**config.mk**
```make
export PLATFORM = sky130hd
export DESIGN_NAME = debug_initiator
export DESIGN_NICKNAME = d
export VERILOG_FILES = /design/src/rtl/debug_pkg.sv /design/src/rtl/debug_initiator_uart.sv /design/src/rtl/debug_initiator.sv
export SDC_FILE = /design/constraint.sdc
export NUM_CORES = 1
export LEC_CHECK = 0
export ABC_AREA = 1
export CAP_MARGIN = 30
export CELL_PAD_IN_SITES_DETAIL_PLACEMENT = 1
export CELL_PAD_IN_SITES_GLOBAL_PLACEMENT = 2
export CORE_MARGIN = 4
export CORE_UTILIZATION = 33
export DETAILED_ROUTE_END_ITERATION = 12
export GPL_TIMING_DRIVEN = 0
export PLACE_DENSITY = 0.95
export SLEW_MARGIN = 10
export SYNTH_ARGS = -nofsm -noshare
export SYNTH_HDL_FRONTEND = slang
export SYNTH_SLANG_ARGS = --single-unit
```
**constraint.sdc**
```tcl
create_clock -name CLK -period 3.6 [get_ports CLK]
set_clock_uncertainty 0.1 [all_clocks]
set_input_delay 0.36 -clock CLK [delete_from_list [all_inputs] [get_ports CLK]]
set_output_delay 0.36 -clock CLK [all_outputs]
set_load 0.01 [all_outputs]
```
**src/rtl/debug_pkg.sv**
```systemverilog
// Shared definitions for the UART debug protocol initiator: command bytes, response codes,
// initiator FSM states and the frame-length rule.
package debug_pkg;

   localparam logic [7:0] CMD_PING  = 8'h50;
   localparam logic [7:0] CMD_HALT  = 8'h48;
   localparam logic [7:0] CMD_GO    = 8'h47;
   localparam logic [7:0] CMD_WRITE = 8'h57;
   localparam logic [7:0] CMD_READ  = 8'h52;
   localparam logic [7:0] ACK       = 8'h41;

   typedef enum logic [1:0] {
      RspOk      = 2'b00,
      RspBadAck  = 2'b01,
      RspTimeout = 2'b10,
      RspBadCmd  = 2'b11
   } rsp_status_t;

   typedef enum logic [3:0] {
      StIdle    = 4'd0,
      StTxIssue = 4'd1,
      StTxWait  = 4'd2,
      StRxWait  = 4'd3,
      StResp    = 4'd4
   } state_t;

   // Number of bytes in a command frame; 0 marks an unknown command.
   function automatic logic [3:0] frame_len(input logic [7:0] cmd);
      case (cmd)
         CMD_PING, CMD_HALT, CMD_GO: frame_len = 4'd1;
         CMD_READ:                   frame_len = 4'd5;
         CMD_WRITE:                  frame_len = 4'd9;
         default:                    frame_len = 4'd0;
      endcase
   endfunction

endpackage

```
**src/rtl/debug_initiator_uart.sv**
```systemverilog
// 8N1 UART transceiver: one start bit, 8 data bits LSB first, one stop bit.
// CLKS_PER_BIT clock cycles per bit (must be >= 2); RX samples mid-bit after a 2-flop sync.
module debug_initiator_uart #(
   parameter int unsigned CLKS_PER_BIT = 868
) (
   input  logic       CLK,
   input  logic       RST,
   input  logic       rx_serial,
   input  logic [7:0] tx_byte,
   input  logic       tx_start,
   output logic [7:0] rx_byte,
   output logic       rx_valid,
   output logic       tx_busy,
   output logic       tx_serial,
   output logic [3:0] dbg
);

   localparam int unsigned CW = (CLKS_PER_BIT > 2) ? $clog2(CLKS_PER_BIT) : 1;
   localparam logic [CW-1:0] BIT_LAST  = CW'(CLKS_PER_BIT - 1);
   localparam logic [CW-1:0] HALF_LAST = CW'(CLKS_PER_BIT / 2 - 1);

   logic [9:0]    tx_shift_q;
   logic [3:0]    tx_bit_q;
   logic [CW-1:0] tx_clk_q;
   logic          tx_busy_q;

   logic [1:0]    rx_sync_q;
   logic          rx_busy_q;
   logic [3:0]    rx_bit_q;
   logic [CW-1:0] rx_clk_q;
   logic [7:0]    rx_data_q;
   logic          rx_valid_q;
   logic          rx_in;

   assign rx_in = rx_sync_q[1];

   // Shift register idles all-ones so the line stays high between frames.
   always_ff @(posedge CLK) begin
      if (RST) begin
         tx_shift_q <= '1;
         tx_bit_q   <= 4'd0;
         tx_clk_q   <= '0;
         tx_busy_q  <= 1'b0;
      end else if (!tx_busy_q) begin
         if (tx_start) begin
            tx_shift_q <= {1'b1, tx_byte, 1'b0};
            tx_bit_q   <= 4'd0;
            tx_clk_q   <= '0;
            tx_busy_q  <= 1'b1;
         end
      end else if (tx_clk_q == BIT_LAST) begin
         tx_clk_q   <= '0;
         tx_shift_q <= {1'b1, tx_shift_q[9:1]};
         tx_bit_q   <= tx_bit_q + 4'd1;
         if (tx_bit_q == 4'd9) begin
            tx_busy_q <= 1'b0;
         end
      end else begin
         tx_clk_q <= tx_clk_q + CW'(1);
      end
   end

   always_ff @(posedge CLK) begin
      if (RST) begin
         rx_sync_q  <= 2'b11;
         rx_busy_q  <= 1'b0;
         rx_bit_q   <= 4'd0;
         rx_clk_q   <= '0;
         rx_data_q  <= 8'h00;
         rx_valid_q <= 1'b0;
      end else begin
         rx_sync_q  <= {rx_sync_q[0], rx_serial};
         rx_valid_q <= 1'b0;
         if (!rx_busy_q) begin
            if (!rx_in) begin
               rx_busy_q <= 1'b1;
               rx_bit_q  <= 4'd0;
               rx_clk_q  <= '0;
            end
         end else if (rx_clk_q == ((rx_bit_q == 4'd0) ? HALF_LAST : BIT_LAST)) begin
            rx_clk_q <= '0;
            if (rx_bit_q == 4'd0) begin
               // A start bit that is gone by mid-bit was a glitch.
               if (rx_in) rx_busy_q <= 1'b0;
               else       rx_bit_q  <= 4'd1;
            end else if (rx_bit_q == 4'd9) begin
               rx_busy_q  <= 1'b0;
               rx_valid_q <= rx_in;
            end else begin
               rx_data_q <= {rx_in, rx_data_q[7:1]};
               rx_bit_q  <= rx_bit_q + 4'd1;
            end
         end else begin
            rx_clk_q <= rx_clk_q + CW'(1);
         end
      end
   end

   assign tx_serial = tx_shift_q[0];
   assign tx_busy   = tx_busy_q;
   assign rx_byte   = rx_data_q;
   assign rx_valid  = rx_valid_q;
   assign dbg       = {tx_busy_q, rx_busy_q, rx_in, tx_shift_q[0]};

endmodule

```
**src/rtl/debug_initiator.sv**
```systemverilog
// Host end of the UART debug protocol: turns word-level requests into command frames and
// parses the target's ack or 4-byte read reply into one response per request.
module debug_initiator
   import debug_pkg::*;
#(
   parameter int unsigned TIMEOUT_CYCLES = 1_000_000,
   parameter int unsigned CLKS_PER_BIT   = 868
) (
   input  logic        CLK,
   input  logic        RST,
   input  logic        req_valid,
   output logic        req_ready,
   input  logic [7:0]  req_cmd,
   input  logic [31:0] req_addr,
   input  logic [31:0] req_wdata,
   output logic        rsp_valid,
   output logic [1:0]  rsp_status,
   output logic [31:0] rsp_rdata,
   input  logic        rx_serial,
   output logic        tx_serial,
   output logic [7:0]  dbg_state
);

   localparam int unsigned TW = (TIMEOUT_CYCLES > 2) ? $clog2(TIMEOUT_CYCLES) : 1;
   localparam logic [TW-1:0] TMO_LAST = TW'(TIMEOUT_CYCLES - 1);

   state_t      state_q, state_d;
   rsp_status_t status_q, status_d;
   logic [7:0]  cmd_q;
   logic [31:0] addr_q, wdata_q;
   logic [31:0] rdata_q, rdata_d;
   logic [3:0]  tx_idx_q, tx_idx_d, tx_idx_inc;
   logic [1:0]  rx_cnt_q, rx_cnt_d;
   logic [TW-1:0] tmo_q, tmo_d;
   logic        armed_q, armed_d;
   logic        ready_q;
   logic        accept;

   logic [7:0]  tx_byte, rx_byte;
   logic        tx_start, tx_busy, rx_valid;
   logic [3:0]  uart_dbg;

   debug_initiator_uart #(
      .CLKS_PER_BIT(CLKS_PER_BIT)
   ) u_uart (
      .CLK      (CLK),
      .RST      (RST),
      .rx_serial(rx_serial),
      .tx_byte  (tx_byte),
      .tx_start (tx_start),
      .rx_byte  (rx_byte),
      .rx_valid (rx_valid),
      .tx_busy  (tx_busy),
      .tx_serial(tx_serial),
      .dbg      (uart_dbg)
   );

   assign accept     = req_valid && ready_q;
   assign tx_idx_inc = tx_idx_q + 4'd1;

   always_comb begin
      case (tx_idx_q)
         4'd0:    tx_byte = cmd_q;
         4'd1:    tx_byte = addr_q[31:24];
         4'd2:    tx_byte = addr_q[23:16];
         4'd3:    tx_byte = addr_q[15:8];
         4'd4:    tx_byte = addr_q[7:0];
         4'd5:    tx_byte = wdata_q[31:24];
         4'd6:    tx_byte = wdata_q[23:16];
         4'd7:    tx_byte = wdata_q[15:8];
         4'd8:    tx_byte = wdata_q[7:0];
         default: tx_byte = cmd_q;
      endcase
   end

   always_comb begin
      state_d  = state_q;
      status_d = status_q;
      rdata_d  = rdata_q;
      tx_idx_d = tx_idx_q;
      rx_cnt_d = rx_cnt_q;
      tmo_d    = tmo_q;
      armed_d  = armed_q;
      tx_start = 1'b0;
      unique case (state_q)
         StIdle: begin
            if (accept) begin
               tx_idx_d = 4'd0;
               rx_cnt_d = 2'd0;
               rdata_d  = 32'h0;
               if (frame_len(req_cmd) == 4'd0) begin
                  status_d = RspBadCmd;
                  state_d  = StResp;
               end else begin
                  state_d = StTxIssue;
               end
            end
         end
         StTxIssue: begin
            if (!tx_busy) begin
               tx_start = 1'b1;
               armed_d  = 1'b0;
               state_d  = StTxWait;
            end
         end
         StTxWait: begin
            // First cycle only lets tx_busy rise before looking for its fall.
            if (!armed_q) begin
               armed_d = 1'b1;
            end else if (!tx_busy) begin
               tx_idx_d = tx_idx_inc;
               if (tx_idx_inc == frame_len(cmd_q)) begin
                  tmo_d   = '0;
                  state_d = StRxWait;
               end else begin
                  state_d = StTxIssue;
               end
            end
         end
         StRxWait: begin
            if (rx_valid) begin
               tmo_d = '0;
               if (cmd_q == CMD_READ) begin
                  rdata_d  = {rdata_q[23:0], rx_byte};
                  rx_cnt_d = rx_cnt_q + 2'd1;
                  if (rx_cnt_q == 2'd3) begin
                     status_d = RspOk;
                     state_d  = StResp;
                  end
               end else begin
                  status_d = (rx_byte == ACK) ? RspOk : RspBadAck;
                  state_d  = StResp;
               end
            end else if (tmo_q == TMO_LAST) begin
               status_d = RspTimeout;
               rx_cnt_d = 2'd0;
               state_d  = StResp;
            end else begin
               tmo_d = tmo_q + TW'(1);
            end
         end
         StResp: begin
            state_d = StIdle;
         end
         default: begin
            state_d = StIdle;
         end
      endcase
   end

   always_ff @(posedge CLK) begin
      if (RST) begin
         state_q  <= StIdle;
         status_q <= RspOk;
         rdata_q  <= 32'h0;
         tx_idx_q <= 4'd0;
         rx_cnt_q <= 2'd0;
         tmo_q    <= '0;
         armed_q  <= 1'b0;
         ready_q  <= 1'b0;
         cmd_q    <= 8'h00;
         addr_q   <= 32'h0;
         wdata_q  <= 32'h0;
      end else begin
         state_q  <= state_d;
         status_q <= status_d;
         rdata_q  <= rdata_d;
         tx_idx_q <= tx_idx_d;
         rx_cnt_q <= rx_cnt_d;
         tmo_q    <= tmo_d;
         armed_q  <= armed_d;
         ready_q  <= (state_d == StIdle);
         if (accept) begin
            cmd_q   <= req_cmd;
            addr_q  <= req_addr;
            wdata_q <= req_wdata;
         end
      end
   end

   assign req_ready  = ready_q;
   assign rsp_valid  = (state_q == StResp);
   assign rsp_status = status_q;
   assign rsp_rdata  = rdata_q;
   assign dbg_state  = {state_q, uart_dbg};

endmodule
```
Word level (Yosys, flattened, before mapping)
Index checks and enable logic that the tools add are counted.
Storage, ports and cells
  bits of input ports: 76
  word-level logic and storage cells: 179
  output and inout bits: 45
  bits in registers: 189
Cells by class
  reduce and logical (&&, ||, !) cells: 22
  mux-type cells: 78
  $add $sub $neg: 7
  equal/unequal tests: 47
  bitwise logic cells: 4
Operators by type and width (count)
  $mux W10: 10
  $mux W20: 5
  $mux W4: 25
  $mux W32: 3
  $eq A8 B7 Y1 const B: 11
  $pmux W32 S2: 1
  $pmux W8 S8: 1
  $pmux W20 S2: 1
  $pmux W4 S3: 2
  $mux W2: 11
  $ne A2 B2 Y1 const B: 11
  $add A10 B1 Y10 const B: 2
  $add A20 B1 Y20 const B: 1
  $eq A20 B20 Y1 const B: 1
  $eq A4 B3 Y1 const B: 5
  $reduce_and A4 Y1: 5
  $eq A4 B2 Y1 const B: 4
  $logic_not A4 Y1: 4
  $pmux W4 S4: 1
  $mux W1: 13
  $add A4 B1 Y4 const B: 3
  $eq A4 B4 Y1 const B: 3
  $eq A10 B10 Y1: 1
  $eq A10 B10 Y1 const B: 1
  19 further kinds: 33

Depth between registers and ports, before layout
  depth in word-level cells: 12
  depth in mapped cells: 15
  depth with buffers taken out: 15

Modules after synthesis
Synthesis repeated with hierarchy kept, for this count alone.
Unflattened totals
  cell total of the unflattened synthesis: 1316
  area, all modules: 9123.8 um2
Modules (own cells, without submodules)
  debug_initiator: cells an instance 937, area each 6512.5 um2, sequential area each 2762.6 um2, times used 1
  debug_initiator_uart: cells an instance 379, area each 2611.3 um2, sequential area each 1001.0 um2, times used 1

Least setup slack after synthesis
OpenSTA, ideal clock, no wires.
  kind: reg-to-reg
  start: reg tx_idx_q[0]
  end: reg u_uart.tx_shift_q[8]
  data required time: 3.430 ns
  data arrival time: 1.699 ns
  slack: 1.730 ns
  library setup time: 0.070 ns
  stages on the path, launching flop included: 11
  clock period less this slack: 1.870 ns
  cells stage by stage: dfxtp_1 inv_1 ha_1 clkbuf_1 o21ai_0 nand3_1 nor3_2 inv_2 o21ai_0 nor2_1 o21bai_1
On the way
  word-level cells in the longest chain between the ends: 4
Ends and longest elaborated chain
  from (decl): line debug_initiator.sv:32  | logic [3:0] tx_idx_q, tx_idx_d, tx_idx_inc;
  from (signal assigned): line debug_initiator.sv:168  | tx_idx_q <= tx_idx_d;
  $eq A4 B4 Y1, or another cell as far along: line debug_initiator.sv:62  | case (tx_idx_q)
  $pmux W8 S8 (*): line debug_initiator.sv:62
  $mux W10 (*): line debug_initiator_uart.sv:45  | if (tx_start) begin
  $mux W10 (*): line debug_initiator_uart.sv:44  | end else if (!tx_busy_q) begin
  to (signal assigned): line debug_initiator_uart.sv:46  | tx_shift_q <= {1'b1, tx_byte, 1'b0};
  to (signal assigned): line debug_initiator_uart.sv:53  | tx_shift_q <= {1'b1, tx_shift_q[9:1]};
  to (decl): line debug_initiator_uart.sv:22  | logic [9:0] tx_shift_q;
Every way passes the cells marked *; elsewhere a longest branch is shown, timed or not. The select of a mux whose other input is x is not followed.
A chain may end at the register's enable or synchronous reset.

Worst setup path in the final report
  start: reg tx_idx_q[0]
  end: reg u_uart.tx_shift_q[3]
The elaborated chain is that of the path after synthesis.

==> flow_summary.ini <==
[timing]
relSlewSlack_pct = 47.5
finalSetupViolCount = 0
period_share_pct = 73.7
hold_viol_final = 0
finalMaxSlewViolations = 0
timing.fmax_mhz = 377
rsz0062_at_grt = false
tns_ps = 0
worstMarginPinSlew_ps = 788
post-route-min-period_ps = 2650

[pwr]
p_per_area_nw_per_um2 = 410
p_leak_uw = 0.00422
vdd_drop_max_uv = 215

[critical_path]
critPathMaxFanout = 9
startpoint_type = register
required_ps = 3870
rr_worst_depth = 11
regToRegEndpoint = u_uart.tx_shift_q[3]
reg2reg_from = tx_idx_q[0]
cp-end-kind = register
cp.arrival_ps = 2920
r2r_setup_slack_ps = 950
path_cells = inv_1 -> ha_1 -> clkbuf_1 -> inv_1 -> nor2_1 -> nand2_1 -> nand4_1 -> nor3_1 -> nand2_1 -> o211ai_1 -> nand3_1
max_stage_delay_ps = 480
cp_slowest_cell = nor2_1
crit_type = register to register

[cells_and_area]
area_growth_syn_to_layout_pct = 24.8
final_cell_mix = 226 x nand2_1, 188 x dfxtp_1, 168 x nor2_1
fin_area_um2 = 11200
fillers = 3405
final_nets = 1499
antennaDiodeCount = 0
layout_commonest_cell = nand2_1
drive_gt1_share_pct = 8.36

[global_route]
first_global_vias = 9352
grt_max_degree = 20
track_usage_pct = 19.9
antenna_found_initial = 0
grt_first_pass_wirelength_mm = 48.9
grt_overflow_total = 0

[synthesis]
synth.distinct_cells = 44
syn_area_um2 = 9010
synth_edf_count = 0
syn_area_per_cell_um2 = 7.09
synthesis.nets = 1360
synthTopCellsByArea = dfxtp_1 42%, nand2_1 9.4%, nor2_1 7.0%
synthArstFlopShare_pct = 0
postSynthCellCount = 1271
synth-seq-cells = 188
seq_area_frac_synth_pct = 41.8
synthDominantCellAreaShare_pct = 41.8
yosysWarnings = 0
yosysTopAreaCell = dfxtp_1
synthFlopType = dfxtp_1

[min_path]
min_path_cells = 1
hold_class = register to register
min_from = u_uart.rx_sync_q[0]
holdPathEnd = u_uart.rx_sync_q[1]

[floorplanning]
fp-row-count = 60
die_area_um2 = 30000
coreArea_um2 = 26900
die-height_um = 173
die_w_um = 173
start_util_pct = 33.5
num_io_pins = 121

[routing]
drc = 0
vias = 9031
dr.first_iter.drc_count = 388
first_pass_iters = 4
wl_per_cell_um = 17.0
postRouteAntennaNets = 0
routed_wl_mm = 30.0
via_per_inst = 5.12

[clocking]
htree_levels = 4
clk_pin_slew_worst_paths_ps = 80
cts_setup_buffers = 0
cts_made_buffers = 17
cts_num_sinks = 188
post_cts_resized = 0
hold_buffers = 0
cts_tree = built
cts_buffer_depth = 2
cts-root-buf = clkbuf_16
clock_latency_ps = 440

[run_status]
status = completed

[place]
gp_congestion = 0.848
place_area_um2 = 10600
port_buffers = 120
place.detailed.hpwl_mm = 22.7

[flow_run]
max_cap_viol_count = 0
==> sequential cells by signal, summed over array words and instances, names as in the netlist, 4 cells and up <==
name	cells
addr_q	32
u_uart.rx_bit_q	4
u_uart.tx_bit_q	4
u_uart.tx_clk_q	10
state_q	4
u_uart.rx_clk_q	10
tx_idx_q	4
tmo_q	20
u_uart.tx_shift_q	9
rsp_rdata	32
cmd_q	8
wdata_q	32
u_uart.rx_byte	8
==> cells by family after synthesis <==
group	count (synthesis)	share of synthesized area, %
xor gates and xnor gates	4	0.389
DFF	188	41.8
AOI/OAI and AO/OA	287	17.2
adders and majority gates	13	1.81
buffers and inverters	196	9.03
other	1	0.0416
and+or+nand+nor	582	29.7
==> worst max-delay path by stage <==
| stage | cells past startpoint | startpoint | end | slack (ps) |
|---|---|---|---|---|
| after floorplan | 10 | tx_idx_q[0] | u_uart.tx_shift_q[8] | 1730 |
| after global placement | 5 | req_valid | cmd_q[3] | 910 |
| after detailed placement | 5 | req_valid | cmd_q[5] | 890 |
| after CTS | 11 | tx_idx_q[0] | u_uart.tx_shift_q[3] | 1040 |
| after global routing | 11 | tx_idx_q[0] | u_uart.tx_shift_q[3] | 740 |
| final | 11 | tx_idx_q[0] | u_uart.tx_shift_q[3] | 950 |
==> worst max-delay path, delay by kind of cell, from the launching register on <==
family | cells | cell delay [ps]
buffers and inverters | 3 | 720
flip-flops | 1 | 390
adder cells (fa/ha/maj) | 1 | 190
AO/OA/AOI/OAI | 1 | 80
AND/OR/NAND/NOR | 6 | 1100
==> final cells by class <==
cell class,instances,area (um2),share of cell area (%)
sequential,188,3760,33.5
clock buffer,17,425,3.78
inverter,133,500,4.45
clock inverter,15,181,1.61
multi-input combinational,887,4430,39.4
tap,341,427,3.79
buffer,63,313,2.78
timing repair buffer,120,1200,10.7
==> per-layer routing <==
layer / track usage, % / vias to the layer above / share of wire, %
met5: 0 / - / 0
met4: 3.92 / 0 / 1.1
met3: 2.68 / 25 / 2.7
met2: 35.2 / 117 / 49
met1: 26.3 / 4412 / 47
li1: - / 4477 / -
==> per-stage QoR <==
stage	std cells	power [uW]	worst slack, ps	hold WS, ps	utilization, %
2_1_floorplan	1271	2500	1730	289	-
3_3_place_gp	1732	2710	914	295	39.6
3_5_place_dp	1732	2730	890	298	39.6
4_1_cts	1764	4660	1040	318	41.8
5_1_grt	1764	4820	740	332	41.8
6_report	1764	4610	947	315	41.8
==> report_power, final <==
| group | switching [uW] | internal [uW] | total, uW |
|---|---|---|---|
| combinational | 296 | 191 | 487 |
| sequential | 43.3 | 2150 | 2190 |
| clock | 939 | 996 | 1930 |
| total | 1280 | 3340 | 4610 |
==> cell usage after synthesis, drive strengths merged, types with 2 or more instances <==
master / n
nor2: 181
nand4: 19
o2111ai: 3
a221oi: 6
nor3: 17
o21bai: 6
o22ai: 13
buf: 22
a21oi: 125
a32o: 4
o211ai: 3
clkbuf: 41
inv: 132
dfxtp: 188
o21ai: 117
nor4: 7
nand3: 113
or2: 6
nand2: 232
and3: 2
nand3b: 3
xor2: 4
ha: 13
a211oi: 7
Note: power is estimated with default switching activity, not from simulation.
